$ cat config.mk
export PLATFORM = sky130hd
export DESIGN_NAME = pixel_write_sink
export DESIGN_NICKNAME = d
export VERILOG_FILES = /design/src/rtl/pixel_write_sink.sv
export SDC_FILE = /design/constraint.sdc
export NUM_CORES = 1
export LEC_CHECK = 0
export ABC_AREA = 0
export BUFFER_PORTS_ARGS = -buffer_cell sky130_fd_sc_hd__buf_2
export CORE_ASPECT_RATIO = 0.5
export CORE_MARGIN = 2
export CORE_UTILIZATION = 30
export DETAILED_ROUTE_END_ITERATION = 10
export PLACE_DENSITY_LB_ADDON = 0.3
export SETUP_SLACK_MARGIN = 0.15
export SYNTH_ARGS = -nofsm -noshare
export SYNTH_HDL_FRONTEND = slang
export SYNTH_SLANG_ARGS = --single-unit
$ cat constraint.sdc
create_clock -name clock -period 3.55 [get_ports clock]
set_input_delay 0.5325 -clock clock [delete_from_list [all_inputs] [get_ports clock]]
set_output_delay 0.5325 -clock clock [all_outputs]
set_load 0.02 [all_outputs]
$ cat src/rtl/pixel_write_sink.sv
// Pixel-write sink: buffers (x, y, colour) strobes in a small FIFO, linearises to
// framebuffer addresses, drives a ready-handshaked write port, and sequences full-screen clears.
module pixel_write_sink #(
  parameter int unsigned FIFO_DEPTH = 4,
  parameter int unsigned SCREEN_W   = 160,
  parameter int unsigned SCREEN_H   = 120
) (
  input  logic        clock,
  input  logic        resetn,
  input  logic [7:0]  vga_x,
  input  logic [6:0]  vga_y,
  input  logic [17:0] vga_colour,
  input  logic        vga_write,
  output logic        fifo_full,
  input  logic        clear_start,
  input  logic [17:0] clear_colour,
  output logic        clear_done,
  output logic [14:0] mem_addr,
  output logic [17:0] mem_data,
  output logic        mem_we,
  input  logic        mem_ready,
  output logic        overflow,
  output logic        out_of_range
);

  localparam int unsigned ADDR_W = 15;
  localparam int unsigned COL_W  = 18;
  localparam int unsigned PTR_W  = $clog2(FIFO_DEPTH);
  localparam int unsigned CNT_W  = $clog2(FIFO_DEPTH + 1);
  localparam logic [ADDR_W-1:0] LAST_ADDR = ADDR_W'(SCREEN_W * SCREEN_H - 1);

  typedef enum logic [2:0] {
    S_IDLE, S_DRAIN, S_CLEAR_WAIT, S_CLEAR, S_CLEAR_END
  } state_e;

  typedef struct packed {
    logic [ADDR_W-1:0] addr;
    logic [COL_W-1:0]  colour;
  } pix_t;

  state_e             state_q, state_d;
  pix_t               fifo_q [FIFO_DEPTH];
  logic [PTR_W-1:0]   wr_ptr_q, rd_ptr_q;
  logic [CNT_W-1:0]   count_q;
  logic [ADDR_W-1:0]  addr_q, addr_d;
  logic [COL_W-1:0]   data_q, data_d;
  logic               we_q, we_d;
  logic               done_q, done_d;
  logic               ovf_q, ovf_d;
  logic               oor_q, oor_d;
  logic [ADDR_W-1:0]  clr_next_q, clr_next_d;
  logic [COL_W-1:0]   clr_col_q, clr_col_d;

  logic in_range, fifo_empty, accept, pop, push, clear_req, drain_state, stage_empty;
  pix_t push_pix, head;

  assign in_range    = (vga_x < 8'(SCREEN_W)) && (vga_y < 7'(SCREEN_H));
  assign fifo_empty  = (count_q == '0);
  assign fifo_full   = (count_q == CNT_W'(FIFO_DEPTH));
  assign accept      = we_q && mem_ready;
  assign stage_empty = fifo_empty && !we_q;
  assign drain_state = (state_q == S_IDLE) || (state_q == S_DRAIN) || (state_q == S_CLEAR_WAIT);
  // Head moves to the output stage when the stage is free or being accepted this edge.
  assign pop         = drain_state && !fifo_empty && (!we_q || mem_ready);
  assign push        = vga_write && in_range && (!fifo_full || pop);
  assign clear_req   = clear_start && ((state_q == S_IDLE) || (state_q == S_DRAIN));
  assign push_pix.addr   = ADDR_W'(vga_y) * ADDR_W'(SCREEN_W) + ADDR_W'(vga_x);
  assign push_pix.colour = vga_colour;
  assign head        = fifo_q[rd_ptr_q];

  assign mem_addr     = addr_q;
  assign mem_data     = data_q;
  assign mem_we       = we_q;
  assign clear_done   = done_q;
  assign overflow     = ovf_q;
  assign out_of_range = oor_q;

  // State register
  always_ff @(posedge clock or negedge resetn) begin
    if (!resetn) state_q <= S_IDLE;
    else         state_q <= state_d;
  end

  // Next-state logic
  always_comb begin
    state_d = state_q;
    case (state_q)
      S_IDLE: begin
        if (clear_start)      state_d = S_CLEAR_WAIT;
        else if (!fifo_empty) state_d = S_DRAIN;
      end
      S_DRAIN: begin
        if (clear_start)      state_d = S_CLEAR_WAIT;
        else if (stage_empty) state_d = S_IDLE;
      end
      S_CLEAR_WAIT: if (stage_empty) state_d = S_CLEAR;
      S_CLEAR:      if (accept && (addr_q == LAST_ADDR)) state_d = S_CLEAR_END;
      S_CLEAR_END:  state_d = fifo_empty ? S_IDLE : S_DRAIN;
      default:      state_d = S_IDLE;
    endcase
  end

  // Output stage, clear sequencer and flag logic
  always_comb begin
    addr_d     = addr_q;
    data_d     = data_q;
    we_d       = we_q;
    done_d     = 1'b0;
    ovf_d      = ovf_q;
    oor_d      = oor_q;
    clr_next_d = clr_next_q;
    clr_col_d  = clr_col_q;

    if (clear_req) begin
      ovf_d      = 1'b0;
      oor_d      = 1'b0;
      clr_col_d  = clear_colour;
      clr_next_d = '0;
    end
    if (vga_write && !in_range)         oor_d = 1'b1;
    if (vga_write && in_range && !push) ovf_d = 1'b1;

    if (accept) we_d = 1'b0;

    if (pop) begin
      addr_d = head.addr;
      data_d = head.colour;
      we_d   = 1'b1;
    end else if ((state_q == S_CLEAR) && (!we_q || accept) && (clr_next_q <= LAST_ADDR)) begin
      addr_d     = clr_next_q;
      data_d     = clr_col_q;
      we_d       = 1'b1;
      clr_next_d = clr_next_q + ADDR_W'(1);
    end

    done_d = (state_q == S_CLEAR) && accept && (addr_q == LAST_ADDR);
  end

  always_ff @(posedge clock or negedge resetn) begin
    if (!resetn) begin
      addr_q     <= '0;
      data_q     <= '0;
      we_q       <= 1'b0;
      done_q     <= 1'b0;
      ovf_q      <= 1'b0;
      oor_q      <= 1'b0;
      clr_next_q <= '0;
      clr_col_q  <= '0;
      wr_ptr_q   <= '0;
      rd_ptr_q   <= '0;
      count_q    <= '0;
    end else begin
      addr_q     <= addr_d;
      data_q     <= data_d;
      we_q       <= we_d;
      done_q     <= done_d;
      ovf_q      <= ovf_d;
      oor_q      <= oor_d;
      clr_next_q <= clr_next_d;
      clr_col_q  <= clr_col_d;
      if (push) wr_ptr_q <= wr_ptr_q + PTR_W'(1);
      if (pop)  rd_ptr_q <= rd_ptr_q + PTR_W'(1);
      count_q <= count_q + CNT_W'(push) - CNT_W'(pop);
    end
  end

  // FIFO storage needs no reset; occupancy is tracked by count_q
  always_ff @(posedge clock) begin
    if (push) fifo_q[wr_ptr_q] <= push_pix;
  end

endmodule

### Word-level counts from Yosys, hierarchy flattened

Memories as Yosys holds them, arrays and structs flattened.
Cells that the tools add are included.

| storage, ports and cells | value |
|---|---|
| bits in registers | 80 |
| memory bits (writable) | 132 |
| bits of input ports | 56 |
| output and inout port bits | 38 |
| logic and storage cells | 88 |
| memories | 1 |

Memories:

| memory | depth | width | rd ports | clocked after memory_dff | write ports | RTL line | source |
|---|---|---|---|---|---|---|---|
| fifo_q | 4 | 33 | 1 | 0 | 1 | 42 | `pix_t fifo_q [FIFO_DEPTH];` |

| cells by class | value |
|---|---|
| $add $sub $neg | 6 |
| multiply operators | 1 |
| magnitude comparators | 3 |
| equality and inequality tests | 10 |
| mux-type cells | 23 |
| reductions and logical operators | 32 |

Operators with widths:

| kind | number |
|---|---|
| 2-to-1 mux 15 bit | 5 |
| 2-to-1 mux 18 bit | 2 |
| 2-to-1 mux 3 bit | 6 |
| adder 15 x 1 -> 15 bit (second input constant) | 1 |
| adder 15 x 8 -> 15 bit | 1 |
| == test 15 bit (second input constant) | 1 |
| less-or-equal comparator 15 bit (second input constant) | 1 |
| logical AND 1 bit | 15 |
| one-hot mux 3 bit (5 select lines) | 1 |
| multiplier 7 x 3 -> 10 bit (second input constant) | 1 |
| 2-to-1 mux 1 bit | 9 |
| less-than comparator 8 bit (second input constant) | 1 |
| less-than comparator 7 bit (second input constant) | 1 |
| == test 3 x 2 -> 1 bit (second input constant) | 2 |
| == test 3 bit (second input constant) | 2 |
| zero test 3 bit | 2 |
| inequality test 3 bit (second input constant) | 2 |
| nonzero test 2 bit | 3 |
| zero test 1 bit | 5 |
| logical OR 1 bit | 5 |
| adder 2 x 1 -> 2 bit (second input constant) | 2 |
| inequality test 2 bit (second input constant) | 2 |
| AND reduction 4 bit | 1 |
| adder 3 x 1 -> 3 bit | 1 |
| 3 further kinds | 3 |

### Logic depth before layout (Yosys ltp)

| logic depth | value |
|---|---|
| depth in word-level cells | 10 |
| mapped depth | 10 |
| gate-level depth less buffers | 10 |

### Least setup slack after synthesis

Ideal clock, no wire load.

| timing path | value |
|---|---|
| path type | input -> register |
| from | input vga_y[1] |
| to | memory fifo_q[0][31] in the netlist's numbering (data pin) |
| setup time | 0.278 ns |
| data arrival time | 2.347 ns |
| required time | 3.272 ns |
| setup slack | 0.925 ns |
| stages on the path | 8 |
| path buffers | 0 |
| cell sequence | ha_1 ha_1 fa_1 a21o_1 a21oi_1 xor2_1 nor4_1 xnor2_1 |

RTL lines:

| item | RTL line | source |
|---|---|---|
| start, declared | 11 | `input logic [6:0] vga_y,` |
| end, declared | 42 |  |

### Worst setup path after layout

| timing path | value |
|---|---|
| from | register clr_next_q[8] |
| to | register data_q[4] (netlist: mem_data[4]) |

| between the ends | value |
|---|---|
| cells in the longest elaborated chain, start to end | 3 |

Ends and longest elaborated chain:

| item | RTL line | source |
|---|---|---|
| start, declared | 51 | `logic [ADDR_W-1:0] clr_next_q, clr_next_d;` |
| start signal, assigned | 159 | `clr_next_q <= clr_next_d;` |
| less-or-equal comparator 15 bit | 129 | `end else if ((state_q == S_CLEAR) && (!we_q \|\| accept) && (clr_next_q <= LAST_ADDR)) begin` |
| logical AND 1 bit | 129 |  |
| nonzero test 2 bit (no line) | - |  |
| end signal, assigned | 154 | `data_q <= data_d;` |
| end, declared | 46 | `logic [COL_W-1:0] data_q, data_d;` |

No other way between the ends.
A chain may end at the register's enable or synchronous reset.

==> results.md <==
* Area of the die at 0.03195 mm2
* Comb power frac at 0.242
* CTS Sinks at 212
* Distinct cells, synth at 55
* Status: complete, no violations
* Compound-Gate Fraction of Synth Area at 0.07395
* Post-synthesis adder-cell area fraction at 0.03396
* P per Cell Area at 717.6 mW/mm2
* Netlist Area Pre-Place at 0.009136 mm2
* CTS buffer count at 23
* Post-synth ARST share at 0.3774
* CTS root buf: clkbuf_16
* Internal Dissipation at 5.407 mW
* Mean post-synth cell area at 15.10 um2
* Clock share of power at 0.308
* Final Hold Viols at 0
* Synth Area in XOR/XNOR at 0.01534
* Max-cap violation count at 0
* DR pass1 iterations at 4
* Die Ht at 127.4 um
* Post-DP Area at 0.01007 mm2
* Die W at 250.8 um
* Worst-path fanout max at 35
* Via count at 5,466
* Critical path type: reg2reg
* Final Cycle Share at 0.7051
* Post-synthesis sequential area ratio at 0.6530
* Post-synth top flop: edfxtp_1
* Remaining antenna violation count at 0
* Sequential fraction of design power at 0.450
* Total gr overflow at 0
* Arr. time, crit path at 2.95 ns
* P_leak at 4.287 nW
* Synthesis-to-layout area growth at 18.58%
* Worst skew pair latency at 0.52 ns
* Post-CTS sizing at 0
* Clock transition at path regs at 0.06 ns
* EDFF count, synth at 132
* First-pass GRT wire length at 33.18 mm
* CTS tree: yes
* Worst path required time at 4.00 ns
* Critical Path End Type: flip-flop
* Vias per Instance at 4.846
* Initial antenna violation count at 4
* Setup violators final at 0
* Final HPWL DP at 14.29 mm
* Max IR drop VDD at 0.3459 mV
* Tightest Hold Check Type: in2async
* Crit start category: flip-flop
* CTS Hold Bufs at 0
* Routability cong. at 0.7657
* Final instance area at 0.01083 mm2
* Starting Density at 0.3033
* Multiplexer share of the synthesized area at 0.08587
* Final WL at 21.15 mm
* Gr usage total at 0.1341
* Mapped Cells at 605
* WHS at 0.09178 ns
* Row cnt at 45
* Yosys warnings at 0
* WL/cell at 18.75 um
* RSZ-0062 raised after global routing: false
* Largest net degree at the start of global routing at 61
* Synth Area in Simple Gates at 0.1111
* # nets final at 788
* Setup TNS at 0 ns
* Largest family of logic cells by synthesized area: simple AND/OR/NAND/NOR gates
* Relative slew slack at 0.3118
* Setup Fix Bufs, Post-CTS at 0
* Minimum clock period at 2.503 ns
* Sw Ratio at 0.3045
* CTS H-tree depth at 1
* Vias in the first global route at 5,699
* Proportion of layout cells with a drive suffix above 1 at 0.2631
* # port buffers at 93
* Drt drc at 0
* NetSw at 2.368 mW
* Mapped Nets at 684
* Fin Clk Skew at 0.01722 ns
* Yosys reg bits at 212
* Clock Tree Buf Depth at 3
* Core ar. at 0.03012 mm2
* DR iter-0 viols at 427
* Fmax at 399.5 MHz
* Slew Limit Fails at 0
* I/O pin cnt at 94
* Slew @ Worst Pin at 1.032 ns
==> worst max-delay path, cell delays in order, from the launching register on <==
cell	delay, ns
dfrtp_1	0.48
nand4bb_1	0.28
or4_4	0.56
o21a_2	0.23
nor2_4	0.18
buf_4	0.43
a221o_1	0.24
==> placed cells by master, fill, tap and decap left out, types with 6 or more instances in the layout <==
cell type | netlist | layout
nor3_1 | 8 | 8
dfrtp_1 | 80 | 79
inv_1 | 12 | 12
ha_1 | 20 | 20
mux4_2 | 33 | 33
buf_2 | 6 | 92
xnor2_1 | 11 | 11
nand4_1 | 7 | 7
nand2b_1 | 6 | 6
and2_1 | 37 | 37
buf_4 | 1 | 17
a221o_1 | 37 | 37
nor4_1 | 7 | 7
a21oi_1 | 9 | 9
clkbuf_16 | 0 | 23
a21o_1 | 8 | 8
edfxtp_1 | 132 | 132
nor2_1 | 13 | 12
nand2_1 | 72 | 72
nand3_1 | 16 | 16
==> through the flow <==
stage,power (mW),util,cells,worst slack (ns)
2_1_floorplan,4.802,-,605,0.9252
3_3_place_gp,5.425,0.3343,1083,0.6236
3_5_place_dp,5.468,0.3343,1083,0.6220
4_1_cts,7.877,0.3594,1125,1.042
5_1_grt,8.168,0.3595,1126,0.9073
6_report,7.775,0.3597,1128,1.047
==> final timing paths <==
path | cells after the start | endpoint | startpoint | slack (ns)
max | 6 | mem_data[4] | clr_next_q[8] | 1.05
min | 1 | clr_col_q[9] | resetn | 0.09
max reg2reg | 6 | mem_data[4] | clr_next_q[8] | 1.05
min reg2reg | 2 | clr_col_q[5] | clr_col_q[5] | 0.48
max in group asynchronous | 2 | mem_addr[9] | resetn | 2.59
min in group clock | 3 | clr_col_q[14] | clear_colour[14] | 0.20
==> synthesized netlist by cell type, types with 3 or more instances <==
cell       number  area [um2]
or3_1           4       25.02
edfxtp_1      132        3964
nor2b_1         5       31.28
nand4_1         7       43.79
nand2_1        72       270.3
inv_1          12       45.04
xor2_1          5       43.79
nand2b_1        6       37.54
a21oi_1         9       45.04
nand3_1        16       80.08
fa_1            3       60.06
a221o_1        37       370.4
nor3_1          8       40.04
and2_1         37       231.5
nand4bb_1       3       33.78
dfrtp_1        80        2002
ha_1           20       250.2
buf_6           9       101.4
xnor2_1        11       96.34
nor4_1          7       43.79
o21ai_0         5       25.02
clkbuf_1       15       56.30
nor2_1         13       48.80
a21o_1          8       60.06
and3_1          5       31.28
a211oi_1        4       30.03
buf_2           6       30.03
mux4_2         33       743.2
mux2i_1         3       30.03
==> sequential cells by signal (all words and copies together), names as in the netlist <==
register	count
mem_data	18
mem_addr	15
clear_done	1
fifo_q	132
state_q	3
count_q	3
clr_col_q	18
overflow	1
rd_ptr_q	2
out_of_range	1
wr_ptr_q	2
mem_we	1
clr_next_q	15
==> power groups by stage <==
stage               registers, mW  logic (mW)  clock network [mW]
floorplan                    3.52        1.28                   0
global placement             3.53        1.90                   0
detailed placement           3.54        1.92                   0
CTS                          3.50        1.93                2.45
global route                 3.56        2.07                2.54
finish                       3.50        1.88                2.39
==> kinds of logic (layout without fill, tap and decap cells) <==
kind of cell / Yosys count / count (layout)
flops: 212 / 212
buf+inv: 44 / 165
compound gates: 80 / 80
simple gates: 193 / 193
other cells: 0 / 3
xor+xnor: 16 / 16
fa+ha+maj: 23 / 23
mux: 37 / 37
==> per-layer routing <==
layer,GRT usage,routed length (um),vias up
met3,0.02425,712,29
met5,0,11,-
met1,0.1762,9524,2837
met4,0.02959,339,2
li1,-,-,2525
met2,0.2332,10560,73
==> layout make-up <==
cell class	count	area (um2)
inverters	12	45.04
multi-input cells	349	2930
repair buffers	111	628.1
flip-flops and latches	212	5967
diodes	3	7.507
clock buffers	27	590.6
well taps	399	499.2
fillers	2860	19290
clock inverters	15	166.4
Power figures use the tool's default switching activity.
